**src/rtl/subneg_pkg.sv**
```systemverilog
// Shared definitions for the SUBNEG program loader and the core's SRAM bus interface.
package subneg_pkg;

  // Address 8'hFF is the core's output port, not SRAM.
  localparam logic [7:0] OUT_PORT_ADDR = 8'hFF;

  typedef enum logic [3:0] {
    IDLE, WAIT_BYTE, ADR_DRV, ADR_LAT, DAT_DRV, WE_LO, WE_HI, DONE,
    RB_ADR, RB_LAT, RB_OE, RB_SMP
  } loader_state_e;

  typedef enum logic [2:0] {
    PH_RELEASE, PH_ADDR, PH_LATCH, PH_DATA, PH_WRITE, PH_READ
  } bus_phase_e;

  function automatic bus_phase_e phase_of(loader_state_e st);
    case (st)
      ADR_DRV, RB_ADR: return PH_ADDR;
      ADR_LAT, RB_LAT: return PH_LATCH;
      DAT_DRV, WE_HI:  return PH_DATA;
      WE_LO:           return PH_WRITE;
      RB_OE, RB_SMP:   return PH_READ;
      default:         return PH_RELEASE;
    endcase
  endfunction

endpackage

```
**src/rtl/subneg_bus_seq.sv**
```systemverilog
// Registered driver for the shared address/data bus, address latch and SRAM strobes.
// Outputs follow the phase of the state being entered, so they align with the FSM state.
module subneg_bus_seq
  import subneg_pkg::*;
(
  input  logic       clk,
  input  logic       reset,
  input  bus_phase_e phase_nxt,
  input  logic [7:0] addr,
  input  logic [7:0] data,
  output logic [7:0] bus_out,
  output logic       bus_oe,
  output logic       mem_latch_clk,
  output logic       mem_oe_n,
  output logic       mem_we_n
);

  always_ff @(posedge clk) begin
    if (reset) begin
      bus_out       <= 8'h00;
      bus_oe        <= 1'b0;
      mem_latch_clk <= 1'b0;
      mem_oe_n      <= 1'b1;
      mem_we_n      <= 1'b1;
    end else begin
      bus_out       <= 8'h00;
      bus_oe        <= 1'b0;
      mem_latch_clk <= 1'b0;
      mem_oe_n      <= 1'b1;
      mem_we_n      <= 1'b1;
      case (phase_nxt)
        PH_ADDR: begin
          bus_out <= addr;
          bus_oe  <= 1'b1;
        end
        PH_LATCH: begin
          bus_out       <= addr;
          bus_oe        <= 1'b1;
          mem_latch_clk <= 1'b1;
        end
        PH_DATA: begin
          bus_out <= data;
          bus_oe  <= 1'b1;
        end
        PH_WRITE: begin
          bus_out  <= data;
          bus_oe   <= 1'b1;
          mem_we_n <= 1'b0;
        end
        PH_READ:  mem_oe_n <= 1'b0;
        default:  ;
      endcase
    end
  end

endmodule

```
**src/rtl/subneg_loader.sv**
```systemverilog
// Streams program bytes into the SUBNEG SRAM, then optionally starts the core.
// Optional readback verify of every written byte: define LOADER_VERIFY_EN.
//
// state     | meaning
// IDLE      | waiting for load_start
// WAIT_BYTE | in_ready high, waiting for a byte
// ADR_DRV   | address on bus
// ADR_LAT   | address latch strobe high
// DAT_DRV   | data on bus
// WE_LO     | write strobe low
// WE_HI     | write strobe released, addr/count advance
// DONE      | session over, cpu_en raised on exit when AUTO_RUN
// RB_ADR..  | RB_ADR/RB_LAT/RB_OE/RB_SMP: readback of the byte just written
module subneg_loader
  import subneg_pkg::*;
#(
  parameter logic [7:0] BASE_ADDR = 8'd0,
  parameter int         AUTO_RUN  = 1
) (
  input  logic       clk,
  input  logic       reset,
  input  logic       load_start,
  input  logic [7:0] in_data,
  input  logic       in_valid,
  input  logic       in_last,
  output logic       in_ready,
  input  logic [7:0] bus_in,
  output logic [7:0] bus_out,
  output logic       bus_oe,
  output logic       mem_latch_clk,
  output logic       mem_oe_n,
  output logic       mem_we_n,
  output logic       cpu_en,
  output logic       busy,
  output logic [7:0] count,
  output logic       ovf,
  output logic       err
);

  loader_state_e state_q, state_d;
  logic [7:0]    addr_q, wr_addr_q, byte_q;
  logic          last_q, accept, start;

  assign in_ready = (state_q == WAIT_BYTE);
  assign busy     = (state_q != IDLE) && (state_q != DONE);
  assign accept   = in_ready && in_valid;
  assign start    = (state_q == IDLE) && load_start;

  always_comb begin
    state_d = state_q;
    case (state_q)
      IDLE:      if (load_start) state_d = WAIT_BYTE;
      WAIT_BYTE: if (in_valid) state_d = (addr_q == OUT_PORT_ADDR) ? DONE : ADR_DRV;
      ADR_DRV:   state_d = ADR_LAT;
      ADR_LAT:   state_d = DAT_DRV;
      DAT_DRV:   state_d = WE_LO;
      WE_LO:     state_d = WE_HI;
`ifdef LOADER_VERIFY_EN
      WE_HI:     state_d = RB_ADR;
      RB_ADR:    state_d = RB_LAT;
      RB_LAT:    state_d = RB_OE;
      RB_OE:     state_d = RB_SMP;
      RB_SMP:    state_d = last_q ? DONE : WAIT_BYTE;
`else
      WE_HI:     state_d = last_q ? DONE : WAIT_BYTE;
`endif
      DONE:      state_d = IDLE;
      default:   state_d = IDLE;
    endcase
  end

  always_ff @(posedge clk) begin
    if (reset) begin
      state_q   <= IDLE;
      addr_q    <= BASE_ADDR;
      wr_addr_q <= 8'h00;
      byte_q    <= 8'h00;
      last_q    <= 1'b0;
      count     <= 8'h00;
      ovf       <= 1'b0;
      cpu_en    <= 1'b0;
    end else begin
      state_q <= state_d;
      if (start) begin
        addr_q <= BASE_ADDR;
        count  <= 8'h00;
        ovf    <= 1'b0;
        cpu_en <= 1'b0;
      end
      if (accept) begin
        if (addr_q == OUT_PORT_ADDR) begin
          ovf <= 1'b1;
        end else begin
          wr_addr_q <= addr_q;
          byte_q    <= in_data;
          last_q    <= in_last;
        end
      end
      // wr_addr_q keeps the written address for readback while addr_q moves on
      if (state_q == WE_HI) begin
        addr_q <= addr_q + 8'd1;
        if (count != 8'hFF) count <= count + 8'd1;
      end
      if ((state_q == DONE) && (AUTO_RUN != 0)) cpu_en <= 1'b1;
    end
  end

`ifdef LOADER_VERIFY_EN
  always_ff @(posedge clk) begin
    if (reset || start) err <= 1'b0;
    else if ((state_q == RB_SMP) && (bus_in != byte_q)) err <= 1'b1;
  end
`else
  logic unused_bus_in;
  assign unused_bus_in = ^bus_in;
  assign err = 1'b0;
`endif

  subneg_bus_seq u_bus_seq (
    .clk           (clk),
    .reset         (reset),
    .phase_nxt     (phase_of(state_d)),
    .addr          (wr_addr_q),
    .data          (byte_q),
    .bus_out       (bus_out),
    .bus_oe        (bus_oe),
    .mem_latch_clk (mem_latch_clk),
    .mem_oe_n      (mem_oe_n),
    .mem_we_n      (mem_we_n)
  );

endmodule

```
**config.mk**
```make
export PLATFORM = sky130hd
export DESIGN_NAME = subneg_loader
export DESIGN_NICKNAME = d
export VERILOG_FILES = /design/src/rtl/subneg_pkg.sv /design/src/rtl/subneg_bus_seq.sv /design/src/rtl/subneg_loader.sv
export SDC_FILE = /design/constraint.sdc
export NUM_CORES = 1
export LEC_CHECK = 0
export CAP_MARGIN = 40
export CORE_MARGIN = 3
export CORE_UTILIZATION = 50
export DETAILED_ROUTE_END_ITERATION = 10
export GPL_ROUTABILITY_DRIVEN = 0
export GPL_TIMING_DRIVEN = 0
export PLACE_DENSITY = 0.89
export RECOVER_POWER = 50
export SLEW_MARGIN = 20
export SYNTH_ARGS = -nofsm -noshare
export SYNTH_HDL_FRONTEND = slang
export SYNTH_SLANG_ARGS = --single-unit
export TNS_END_PERCENT = 1
```
**constraint.sdc**
```tcl
create_clock -name clk -period 2.15 [get_ports clk]
set_input_delay 0.43 -clock clk [delete_from_list [all_inputs] [get_ports clk]]
set_output_delay 0.43 -clock clk [all_outputs]
set_load 0.01 [all_outputs]
```
### After elaboration in Yosys (flattened, before gate mapping)

Memory sizes are Yosys's and may differ from the RTL's.
Cells that the tools add are included.
Widths: inputs -> output; s select.

| cells by class | value |
|---|---|
| add/subtract/negate cells | 2 |
| eq/ne operators | 15 |
| muxes and demuxes | 20 |
| bitwise gates (word level) | 1 |
| reduce and logical (&&, ||, !) cells | 11 |

Operators by type and width:

| kind | number |
|---|---|
| $mux 8 | 5 |
| $pmux 4 s7 | 1 |
| $add 8x1->8 const B | 2 |
| $eq 4x3->1 const B | 4 |
| $pmux 8 s2 | 1 |
| $mux 1 | 9 |
| $eq 4x2->1 const B | 2 |
| $eq 8x8->1 const B | 1 |
| $mux 4 | 2 |
| $ne 8x8->1 const B | 1 |
| $eq 3x2->1 const B | 2 |
| $eq 3x3->1 const B | 2 |
| $mux 3 | 2 |
| $eq 4x1->1 const B | 1 |
| $logic_not 4->1 | 1 |
| $ne 4x3->1 const B | 1 |
| $reduce_bool 2->1 | 2 |
| $reduce_bool 4->1 | 1 |
| $reduce_or 2->1 | 2 |
| $reduce_or 4->1 | 1 |
| $eq 3x1->1 const B | 1 |
| $logic_and 1x1->1 | 3 |
| $reduce_and 2->1 | 1 |
| $not 1->1 | 1 |

| word-level totals | value |
|---|---|
| flip-flop bits (word level) | 51 |
| ROM bits | 48 |
| output and inout port bits | 25 |
| logic and storage cells | 63 |
| memories | 1 |

Memories:

| memory | depth | width | read ports | clocked after Yosys merged registers in | write ports | line | RTL |
|---|---|---|---|---|---|---|---|
| (no name shown) | 16 | 3 | 1 | 0 | 0 | subneg_pkg.sv:17 | `case (st)` |

### Longest topological paths before layout

An unclocked memory read counts as a cell.

| depth | value |
|---|---|
| depth after elaboration | 8 |
| depth in mapped cells | 8 |

### Hierarchy

A second synthesis with hierarchy kept.

| unflattened totals | value |
|---|---|
| cell total of the unflattened synthesis | 263 |
| area, all modules | 2441.1 um2 |

By module, submodules not included:

| module | instances | cells an instance | area an instance (um2) | sequential area each (um2) |
|---|---|---|---|---|
| subneg_loader | 1 | 206 | 1875.5 | 780.7 |
| subneg_bus_seq | 1 | 57 | 565.5 | 240.2 |

### Worst setup path before layout

OpenSTA, ideal clock, no wires.

| timing | value |
|---|---|
| path kind | reg-to-reg |
| start | register count[0] |
| end | register count[5] |
| library setup time | 120 ps |
| arrival time | 1505 ps |
| data required time | 2030 ps |
| setup slack | 525 ps |
| cell stages (with the launch flop) | 7 |
| path buffers | 0 |
| period minus slack after synthesis | 1625 ps |
| path through | dfxtp_1 -> ha_1 -> nand3_1 -> o21ai_2 -> nor2_1 -> and3_1 -> a211o_1 |

| between the ends | value |
|---|---|
| word-level cells in the longest chain between the ends | 3 |

RTL lines:

| element | line | RTL |
|---|---|---|
| start: declaration | subneg_loader.sv:35 | `output logic [7:0] count,` |
| start signal: assignment | subneg_loader.sv:102 | `if (count != 8'hFF) count <= count + 8'd1;` |
| $add 8x1->8 or $ne 8x8->1 (tied branches) | subneg_loader.sv:102 |  |
| $mux 8 (*) | subneg_loader.sv:102 |  |
| $mux 8 (*) | subneg_loader.sv:100 | `if (state_q == WE_HI) begin` |

Mark *: on every way between the ends. The rest lies on a longest branch, timed or not.
A chain may end at the register's enable or synchronous reset.

### Final worst setup path

| timing | value |
|---|---|
| start | register state_q[2] |
| end | output in_ready |

| between the ends | value |
|---|---|
| word-level cells in the longest chain between the ends | 1 |

RTL lines:

| element | line | RTL |
|---|---|---|
| start: declaration | subneg_loader.sv:40 | `loader_state_e state_q, state_d;` |
| start signal: assignment | subneg_loader.sv:83 | `state_q <= state_d;` |
| $eq 4x1->1 | subneg_loader.sv:44 | `assign in_ready = (state_q == WAIT_BYTE);` |
| end: declaration | subneg_loader.sv:26 | `output logic in_ready,` |

No other way between the ends.

==> reports/results.tsv <==
metric	value	unit
status	finished clean	
mux share of post-synthesis cell area	7.915	%
CP Class	reg -> out	
post-CTS setup buffers	0	
Seq/Total Area, Yosys	47.14	%
synth warn	0	
Fillers	332	
global-route wire length before repair	8.556	mm
Mapped Area	0.002166	mm^2
Worst-path clk slew	90	ps
worst-path fanout max	15	
worst vdd ir	0.0004310	V
n_diodes	0	
Pleak	1.166	nW
period utilization	88.55	%
fin util	66.07	%
total routed wirelength	4.997	mm
vias in the first global route	1948	
drt drc	0	
Post-Synth Adder-Cell Area	1.155	%
Worst EP arrival	1470	ps
total global-route track usage	20.84	%
CTS sink count	51	
Clock Latency Late Sink	320	ps
initial antenna violation count	0	
crit path time final	1904	ps
placed cells	334	
drt first-iter violations	220	
max-cap violations	0	
area delta synth->final	24.67	%
share of cells above drive strength 1	7.560	%
f_max	0.5252	GHz
core area	0.004086	mm^2
synth unique cells	41	
area occupied by multi-input gates	0.001051	mm^2
Min Hold Slack	457.3	ps
headroom to the max-slew limit	65.56	%
Setup crit start kind	register	
main combinational cell family by area after synthesis	simple AND/OR/NAND/NOR gates	
TritonCTS buffer count	5	
grt ovf	0	
clk_skew	7.791	ps
Cells after Synth	247	
Hold Crit Class	reg -> reg	
Synth Area in Compound Gates	14.04	%
Initial Util	53.00	%
Die Ht	71.82	um
Root Driver	clkbuf_8	
Top Ports	46	
final hold vios	0	
CTS H-tree lvls	2	
Synth Register Bits	51	
DR WL/cell	14.65	um
WP data required	1720	ps
CP endpoint kind	output pin	
PD cells	646.7	mW/mm^2
Pre-Repair DR Iteration Count	5	
XOR/XNOR Fraction of Synth Area	0.4044	%
Synth async-reset ratio	0	%
simple-gate portion of the synthesized area	24.84	%
fin. max-slew vios	0	
vias per cell	5.768	
die area	0.005157	mm^2
Worst Tran Pin Value	512.8	ps
post-DP HPWL	3.527	mm
Final Setup Violations	0	
Rows	23	
pin count of the biggest net entering global routing	18	
IO Port Bufs	36	
CTS tree	built	
vias after detailed routing	1967	
Synth Flop Type	dfxtp_1	
RSZ-0062 raised after global routing	false	
Syn Area/Cell	8.769	um^2
Non-Filler Instances	341	
nets@finish	313	
number of flops mapped to enable cells by yosys	0	
Die Wd	71.82	um
setup_tns	0	ps
FF+latch area	0.001023	mm^2
Final ANT Viol Nets	0	
Clock Tree Buf Depth	2	
[power by group]
group,internal (W),switching (W)
registers,0.000950,0.00000457
logic,0.0000425,0.0000543
clock network,0.000353,0.000341
[cells in the final DEF (no fill, tap or decap), types with 3 or more instances in the layout]
cell / count
a22oi_1: 8
and3_1: 8
nand4_1: 4
nand2_1: 15
conb_1: 3
a21oi_1: 18
clkdlybuf4s50_1: 15
mux2i_1: 16
nor3_1: 9
inv_1: 6
clkbuf_8: 5
clkbuf_1: 6
nand2b_1: 3
dfxtp_1: 49
nand3_1: 13
buf_4: 4
a31oi_1: 4
nor2_1: 40
nand3b_1: 3
o21ai_0: 9
dlygate4sd3_1: 19
[per-stage QoR]
stage | worst slack, ps | cell area [um^2] | total power, W
2_1_floorplan | 525.3 | 2170 | 0.001028
3_3_place_gp | 116.6 | 2592 | 0.001073
3_5_place_dp | 79.18 | 2592 | 0.001075
4_1_cts | 6.765 | 2706 | 0.001752
5_1_grt | 124.8 | 2700 | 0.001799
6_report | 246.1 | 2700 | 0.001746
[registers in the layout, summed over array words and instances, names as in the netlist]
| register | flops |
|---|---|
| addr_q | 8 |
| byte_q | 8 |
| count | 8 |
| cpu_en | 1 |
| last_q | 1 |
| ovf | 1 |
| state_q | 4 |
| u_bus_seq.bus_oe | 1 |
| u_bus_seq.bus_out | 8 |
| u_bus_seq.mem_latch_clk | 1 |
| u_bus_seq.mem_oe_n | 1 |
| u_bus_seq.mem_we_n | 1 |
| wr_addr_q | 8 |
[routing by layer]
metal,routed length (um),track usage (%),vias up,share of wire [%]
li1,-,-,954,-
met1,2091,24.63,952,42
met2,2574,36.63,53,52
met3,234,4.628,8,4.7
met4,97,7.933,0,1.9
met5,0,0,-,0
[cell usage after synthesis, drive strengths merged, types with 2 or more instances]
cell type | number | area, um^2
dfxtp | 51 | 1021
nor2 | 41 | 158.9
a21oi | 19 | 98.85
mux2i | 16 | 160.2
nand2 | 15 | 56.30
nand3 | 13 | 65.06
o21ai | 10 | 53.80
nor3 | 9 | 50.05
a22oi | 8 | 60.06
and3 | 8 | 50.05
buf | 7 | 45.04
clkbuf | 6 | 22.52
inv | 6 | 22.52
a31oi | 4 | 25.02
nand4 | 4 | 25.02
nand2b | 3 | 18.77
nand3b | 3 | 22.52
nor4 | 3 | 33.78
or2 | 3 | 18.77
a211oi | 2 | 15.01
conb | 2 | 7.510
ha | 2 | 25.02
[final timing paths]
path              startpoint  slack, ps  cells after the start        end
setup / recovery  state_q[2]        250                      3   in_ready
hold / removal           ovf        460                      2        ovf
setup reg to reg  state_q[1]        280                      6  addr_q[7]
hold reg to reg          ovf        460                      2        ovf
[worst max-delay path, cell delays in order (launching register included)]
cell	delay [ps]
dfxtp_2	400
or2_2	340
nor2_1	130
dlygate4sd2_1	280
[logic make-up after synthesis]
group                    count (synthesis)
AO/OA/AOI/OAI                           49
XOR/XNOR                                 1
adder cells (fa/ha/maj)                  2
buffers and inverters                   19
flip-flops                              51
multiplexers                            17
other                                    2
AND/OR/NAND/NOR                        106
[layout make-up]
type	count	area share, %
Timing Repair Buffer	36	13.39
Clock buffer	5	2.549
Sequential cell	51	37.91
Clock inverter	3	1.761
Multi-Input combinational cell	178	38.92
Buffer	12	2.317
Inverter	6	0.8341
Tap cell	50	2.317
[repair_timing]
| action | CTS | global route |
|---|---|---|
| gates resized for setup | 3 | 1 |
| endpoints found under the setup margin | 2 | 1 |
| hold buffers | 0 | 0 |
Note: power is estimated with default switching activity, not from simulation.
